===== src/rtl/transmitter_serializer_pkg.sv =====
// Frame format and FSM encodings shared by the UART transmit and receive paths,
// so both ends of the link agree on state numbering and line levels.
package transmitter_serializer_pkg;

  localparam logic [1:0] ST_IDLE  = 2'd0;
  localparam logic [1:0] ST_START = 2'd1;
  localparam logic [1:0] ST_DATA  = 2'd2;
  localparam logic [1:0] ST_STOP  = 2'd3;

  localparam logic START_LEVEL = 1'b0;
  localparam logic STOP_LEVEL  = 1'b1;
  localparam logic IDLE_LEVEL  = 1'b1;

  typedef enum logic [1:0] {
    IDLE  = ST_IDLE,
    START = ST_START,
    DATA  = ST_DATA,
    STOP  = ST_STOP
  } tx_state_t;

endpackage


===== src/rtl/transmitter_bit_counter.sv =====
// Data-bit index for the transmit path; flags when the last data bit of the
// frame is on the line. Mirrors the receiver-side bit counter.
module transmitter_bit_counter #(
  parameter int DATA_WIDTH        = 8,
  parameter int BIT_COUNTER_WIDTH = 3
) (
  input  logic i_clock,
  input  logic i_resetL,
  input  logic i_clear,
  input  logic i_advance,
  output logic o_equal_MSB
);

  logic [BIT_COUNTER_WIDTH-1:0] bit_index;

  always_ff @(posedge i_clock) begin
    if (!i_resetL)      bit_index <= '0;
    else if (i_clear)   bit_index <= '0;
    else if (i_advance) bit_index <= bit_index + 1'b1;
  end

  // Full-width compare: the index wraps modulo 2^BIT_COUNTER_WIDTH.
  assign o_equal_MSB = (bit_index == BIT_COUNTER_WIDTH'(DATA_WIDTH - 1));

endmodule


===== src/rtl/transmitter_serializer.sv =====
// UART transmit path: takes a byte over valid/ready and sends one frame
// (start low, data LSB first, stop high) with an internal baud divider.
import transmitter_serializer_pkg::*;

module transmitter_serializer #(
  parameter int DATA_WIDTH         = 8,
  parameter int BIT_COUNTER_WIDTH  = 3,
  parameter int CLOCKS_PER_BIT     = 16,
  parameter int BAUD_COUNTER_WIDTH = 4
) (
  input  logic                  i_clock,
  input  logic                  i_resetL,
  input  logic [DATA_WIDTH-1:0] i_data,
  input  logic                  i_valid,
  output logic                  o_ready,
  output logic                  o_tx,
  output logic                  o_busy,
  output logic                  o_done,
  output logic [1:0]            o_state
);

  localparam logic [BAUD_COUNTER_WIDTH-1:0] BAUD_LAST = BAUD_COUNTER_WIDTH'(CLOCKS_PER_BIT - 1);
  localparam logic [BAUD_COUNTER_WIDTH-1:0] BAUD_ONE  = BAUD_COUNTER_WIDTH'(1);

  tx_state_t                     state, next_state;
  logic [BAUD_COUNTER_WIDTH-1:0] baud_count, baud_next;
  logic [DATA_WIDTH-1:0]         shift_reg, shift_next;
  logic                          tx_reg, tx_next;
  logic                          bit_end, accept, equal_msb, advance;

  // Handshake: a byte is taken at a rising edge where i_valid && o_ready;
  // o_ready does not depend on i_valid, and i_valid while not ready is dropped.
  assign bit_end = (state != IDLE) && (baud_count == BAUD_LAST);
  assign o_ready = (state == IDLE) || ((state == STOP) && bit_end);
  assign accept  = i_valid && o_ready;
  assign advance = (state == DATA) && bit_end && !equal_msb;

  transmitter_bit_counter #(
    .DATA_WIDTH        (DATA_WIDTH),
    .BIT_COUNTER_WIDTH (BIT_COUNTER_WIDTH)
  ) u_bit_counter (
    .i_clock     (i_clock),
    .i_resetL    (i_resetL),
    .i_clear     (accept),
    .i_advance   (advance),
    .o_equal_MSB (equal_msb)
  );

  always_comb begin
    next_state = state;
    shift_next = shift_reg;
    baud_next  = baud_count;
    tx_next    = IDLE_LEVEL;

    case (state)
      IDLE:    if (accept) next_state = START;
      START:   if (bit_end) next_state = DATA;
      DATA:    if (bit_end && equal_msb) next_state = STOP;
      STOP:    if (bit_end) next_state = accept ? START : IDLE;
      default: next_state = IDLE;
    endcase

    if (accept)       shift_next = i_data;
    else if (advance) shift_next = shift_reg >> 1;

    if (accept || (state == IDLE) || bit_end) baud_next = '0;
    else                                      baud_next = baud_count + BAUD_ONE;

    // The line is registered from the next state so it changes with the state.
    case (next_state)
      IDLE:    tx_next = IDLE_LEVEL;
      START:   tx_next = START_LEVEL;
      DATA:    tx_next = shift_next[0];
      STOP:    tx_next = STOP_LEVEL;
      default: tx_next = IDLE_LEVEL;
    endcase
  end

  always_ff @(posedge i_clock) begin
    if (!i_resetL) begin
      state      <= IDLE;
      baud_count <= '0;
      shift_reg  <= '0;
      tx_reg     <= IDLE_LEVEL;
    end else begin
      state      <= next_state;
      baud_count <= baud_next;
      shift_reg  <= shift_next;
      tx_reg     <= tx_next;
    end
  end

  assign o_tx    = tx_reg;
  assign o_busy  = (state != IDLE);
  assign o_done  = (state == STOP) && bit_end;
  assign o_state = state;

endmodule


===== config.mk =====
export PLATFORM = sky130hd
export DESIGN_NAME = transmitter_serializer
export DESIGN_NICKNAME = d
export VERILOG_FILES = /design/src/rtl/transmitter_serializer_pkg.sv /design/src/rtl/transmitter_bit_counter.sv /design/src/rtl/transmitter_serializer.sv
export SDC_FILE = /design/constraint.sdc
export NUM_CORES = 1
export LEC_CHECK = 0
export ABC_AREA = 1
export CORE_UTILIZATION = 40
export CTS_BUF_LIST = sky130_fd_sc_hd__clkbuf_8
export CTS_CLUSTER_DIAMETER = 200
export CTS_CLUSTER_SIZE = 28
export DETAILED_ROUTE_END_ITERATION = 10
export PLACE_DENSITY_LB_ADDON = 0.08
export SYNTH_ARGS = -nofsm -noshare
export SYNTH_HDL_FRONTEND = slang
export SYNTH_SLANG_ARGS = --single-unit

===== constraint.sdc =====
create_clock -name i_clock -period 2.7 [get_ports i_clock]
set_clock_uncertainty 0.15 [all_clocks]
set_input_delay 0.675 -clock i_clock [delete_from_list [all_inputs] [get_ports i_clock]]
set_output_delay 0.675 -clock i_clock [all_outputs]
set_load 0.02 [all_outputs]

== Word-level counts from Yosys, hierarchy flattened ==
Cells that the tools add are included.

* $add $sub $neg: 2
* Bitwise gates (word level): 1
* Muxes and demuxes: 9
* Reduce and logical (&&, ||, !) cells: 17
* Eq/ne operators: 8

{| class="wikitable"
|+ Operators by type and width
! operator !! count
|-
| 2-to-1 mux 8 bit || 2
|-
| == test 2 bit, second input constant || 4
|-
| 2-to-1 mux 2 bit || 4
|-
| one-hot mux 2 bit (4 select lines) || 1
|-
| logical AND 1 bit || 6
|-
| OR reduction 2 bit || 3
|-
| adder 4 x 1 -> 4 bit, second input constant || 1
|-
| == test 2 x 1 -> 1 bit, second input constant || 2
|-
| == test 4 bit, second input constant || 1
|-
| zero test 2 bit || 2
|-
| nonzero test 2 bit || 2
|-
| adder 3 x 1 -> 3 bit, second input constant || 1
|-
| == test 3 bit, second input constant || 1
|-
| logical OR 1 bit || 3
|-
| one-hot mux 1 bit (3 select lines) || 1
|-
| zero test 1 bit || 1
|-
| 2-to-1 mux 1 bit || 1
|-
| inverter 1 bit || 1
|}

* Bits of input ports: 11
* Output and inout port bits: 6
* Register bits: 18
* Word-level logic and storage cells: 43

== Depth between registers and ports, before layout ==
* Depth after elaboration: 11
* Mapped depth: 11
* Gate-level depth less buffers: 11

== Cells and area by module ==
A second synthesis with hierarchy kept.

* Cells, all modules: 115
* Area total of the unflattened synthesis: 874.6 um2

{| class="wikitable"
|+ Modules (own cells, without submodules)
! module !! area each (um2) !! seq. area each (um2) !! times used !! cells each
|-
| transmitter_serializer || 732.0 || 300.3 || 1 || 96
|-
| transmitter_bit_counter || 142.6 || 60.1 || 1 || 19
|}

== Worst setup path after synthesis ==
OpenSTA, ideal clock, no wires.

* Kind: flip-flop to output port
* Start: register baud_count[0]
* End: output port o_done
* Required time: 1.875 ns
* Cell stages (with the launch flop): 4
* Arrival: 0.957 ns
* Buffers on the path: 0
* Slack: 0.918 ns
* Path through: dfxtp_1 ha_1 nand3_2 nor2_1

* Cells in the longest elaborated chain, start to end: 3

{| class="wikitable"
|+ RTL lines
! item !! line !! RTL
|-
| start: declaration || transmitter_serializer.sv:26 || <nowiki>logic [BAUD_COUNTER_WIDTH-1:0] baud_count, baud_next;</nowiki>
|-
| start signal: assignment || transmitter_serializer.sv:87 || <nowiki>baud_count <= baud_next;</nowiki>
|-
| == test 4 bit || transmitter_serializer.sv:33 || <nowiki>assign bit_end = (state != IDLE) && (baud_count == BAUD_LAST);</nowiki>
|-
| logical AND 1 bit || transmitter_serializer.sv:33 ||
|-
| logical AND 1 bit || transmitter_serializer.sv:95 || <nowiki>assign o_done = (state == STOP) && bit_end;</nowiki>
|-
| end: declaration || transmitter_serializer.sv:18 || <nowiki>output logic o_done,</nowiki>
|}

No other way between the ends.

== Final worst setup path ==
Ends and elaborated chain as after synthesis.

==> qor.csv <==
stage,metric,value,unit
synthesis,Post-Syn Nets,127,
global_routing,largest net degree at the start of global routing,16,
worst_setup_path,worst path cell trace,"ha_1, nand3_2, nor2_1, clkdlybuf4s50_1",
power_and_ir_drop,power per cell area,525.1,nW/µm²
clocking,clk root buf,clkbuf_8,
worst_setup_path,Critical Path RT,1.88,ns
synthesis,multiplexer share of the synthesized area,0,%
worst_setup_path,WP data arrival,1.68,ns
worst_setup_path,flop2flop setup slack,0.95,ns
synthesis,"FFs w/ async S/R, synth",0,%
synthesis,Yosys reg bits,18,
sta,Worst slew margin,83.64,%
global_routing,global-route wire length before repair,2932,µm
clocking,deepest clock path buffer count,2,
job,max-cap viol count,0,
worst_setup_path,WS Path Type,flop to output pin,
layout,max FFs per register,8,
synthesis,register area share after synthesis,41.08,%
clocking,Clock Latency Late Sink,0.25,ns
run_status,status,"finished, final reports clean",
die,full die area,2384,µm²
synthesis,Post-synth top cells,"nand2_1, dfxtp_1, inv_1",
placed_design,dpl hpwl,1155,µm
synthesis,top-count cell post-synth,nand2_1,
layout,"Area growth, synth to finish",27.25,%
sta,Worst Max-Slew Pin Slew,0.2451,ns
synthesis,Synth cell types,25,
die,initial core utilization,43.81,%
layout,area taken by multi-input logic gates,447.9,µm²
layout,Seq. cell area,360.3,µm²
clocking,Post-CTS Resized,0,
sta,Final setup violation count,0,
routing,Post-DRT Antenna Nets,0,
worst_setup_path,critical path launch point type,flop,
worst_setup_path,CP max FO,4,
sta,setup TNS,0,ns
clocking,cts hold-fix bufs,0,
synthesis,Synth Cell Area,877.1,µm²
layout,number of diodes,0,
sta,"Slew Viols, Final",0,
placed_design,IO Port Bufs,16,
worst_setup_path,Critical Path End Type,output pin,
synthesis,Gate Count Post-Synth,112,
placed_design,Routability Congestion,0.8332,
routing,met3 wire length,63,µm
routing,routed wire length,1571,µm
synthesis,largest family of logic cells by synthesized area,simple AND/OR/NAND/NOR gates,
routing,First DRT Iteration DRCs,18,
sta,Tmin final,2.508,ns
routing,first drt pass iteration count,4,
synthesis,"area leader, netlist",dfxtp_1,
layout,Non-Filler Instances,157,
synthesis,xor and xnor area share after synthesis,0,%
clocking,# H-tree levels,1,
synthesis,Synth Flop Type,dfxtp_1,
clocking,Clock Pin Slew Worst Setup and Hold Paths,0.07,ns
routing,DR vias/cell,4.701,
layout,fin area,1116,µm²
synthesis,cells taking the most area after synthesis,"dfxtp_1, nand2_1, ha_1",
global_routing,initial antenna violation count,0,
layout,Fill cells,196,
routing,uppermost layer routed,met4,
clocking,CTS tree,done,
routing,WL met2,709,µm
layout,nets,146,
routing,Remaining DRCs,0,
synthesis,post-synthesis compound-gate area fraction,15.98,%
clocking,Num CTS Buffers,3,
placed_design,"Cell Area, Placed",1059,µm²
die,IO Count,17,
global_routing,number of global-route vias before repair,721,
synthesis,Post-synth EDFFs,0,
synthesis,Adder-Cell Fraction of Synth Area,5.706,%
synthesis,Avg Inst Size Synth,7.831,µm²
sta,RSZ-0062 raised after global routing,false,
sta,Hold Fails Final Rpt,0,
worst_hold_path,Worst Hold Class,flop to flop,
worst_setup_path,buffers and inverters on the worst path,1,
routing,total number of vias,738,
sta,fmax,398.8,MHz
global_routing,GRT Overall Usage,15.83,%
clocking,setup bufs post-CTS,0,
power_and_ir_drop,Final Power,586.1,µW
die,Die W,48.83,µm
power_and_ir_drop,Pleak,0.4454,nW
worst_setup_path,cell family with most CP delay,buffers and inverters,
die,Die Ht,48.83,µm
sta,Final period util,92.87,%
die,core area,2002,µm²
clocking,CTS sink count,18,
layout,ratio of cells with drive above 1 in the final layout,13.85,%
synthesis,Yosys top cell area share,41.08,%
worst_setup_path,Worst path max stage delay,0.61,ns
synthesis,YS warnings,0,
worst_setup_path,Worst path slowest cell,clkdlybuf4s50_1,
power_and_ir_drop,VDD IR max,0.0002574,V
global_routing,gr ovfl total,0,
synthesis,Synth Area in Simple Gates,29.39,%
routing,drt wl/cell,10.01,µm
routing,M1 WL,785,µm
placed_design,placed cells,153,
die,Placement Rows,16,
==> cell families (layout without fill, tap and decap cells) <==
family	Yosys count	after routing
and+or+nand+nor	53	53
AOI/OAI and AO/OA	21	21
DFF	18	18
buffers and inverters	16	34
adders and majority gates	4	4
==> metal layers <==
| metal | up-vias | global-route usage (%) |
|---|---|---|
| met5 | - | 0 |
| met4 | 0 | 5.882 |
| met3 | 2 | 3.738 |
| met2 | 18 | 25.46 |
| met1 | 315 | 20.55 |
| li1 | 403 | - |
==> layout make-up <==
cell class / instances / area share [%]
clock buffer: 4 / 4.933
inverter: 13 / 4.372
multi-input combinational: 78 / 40.13
tap: 27 / 3.027
timing repair buffer: 17 / 15.25
sequential: 18 / 32.29
==> stage by stage <==
stage	setup slack (ns)	utilization [%]	hold slack, ns
2_1_floorplan	0.9180	-	0.2679
3_3_place_gp	0.3700	52.88	0.2807
3_5_place_dp	0.3376	52.88	0.2905
4_1_cts	0.06359	55.63	0.3063
5_1_grt	0.1140	55.75	0.3255
6_report	0.1925	55.75	0.3040
==> worst register-to-register path, cell delays in order, from the launching register on <==
cell	delay (ns)
dfxtp_1	0.36
ha_1	0.21
nand2_1	0.11
nor2_4	0.15
nand3_1	0.09
nand3_1	0.15
ha_1	0.25
inv_1	0.06
nand2_1	0.05
nand2_1	0.05
nand2_1	0.04
==> where the power goes <==
| group | internal (mW) | total [mW] | switching [mW] |
|---|---|---|---|
| combinational | 0.0404 | 0.0805 | 0.0401 |
| sequential | 0.279 | 0.287 | 0.00747 |
| clock | 0.129 | 0.219 | 0.0896 |
==> final timing paths <==
kind,endpoint,start,cells after the start
worst min register to register,baud_count[0],baud_count[0],1
worst max register to register,o_tx,baud_count[0],10
worst max-delay path,o_done,baud_count[0],4
worst min-delay path,baud_count[0],baud_count[0],1
==> cell usage in the layout, fill, tap and decap left out, drive strengths merged <==
cell type and n:
nand2 31, dfxtp 18, clkdlybuf4s50 15, inv 12
nand3 10, nor2 9, o21ai 7, a31oi 6
a21oi 6, ha 4, clkbuf 4, o21bai 2
clkinv 1, or2 1, nand4 1, nor3b 1
dlymetal6s2s 1, buf 1
(Power assumes the default switching activity.)
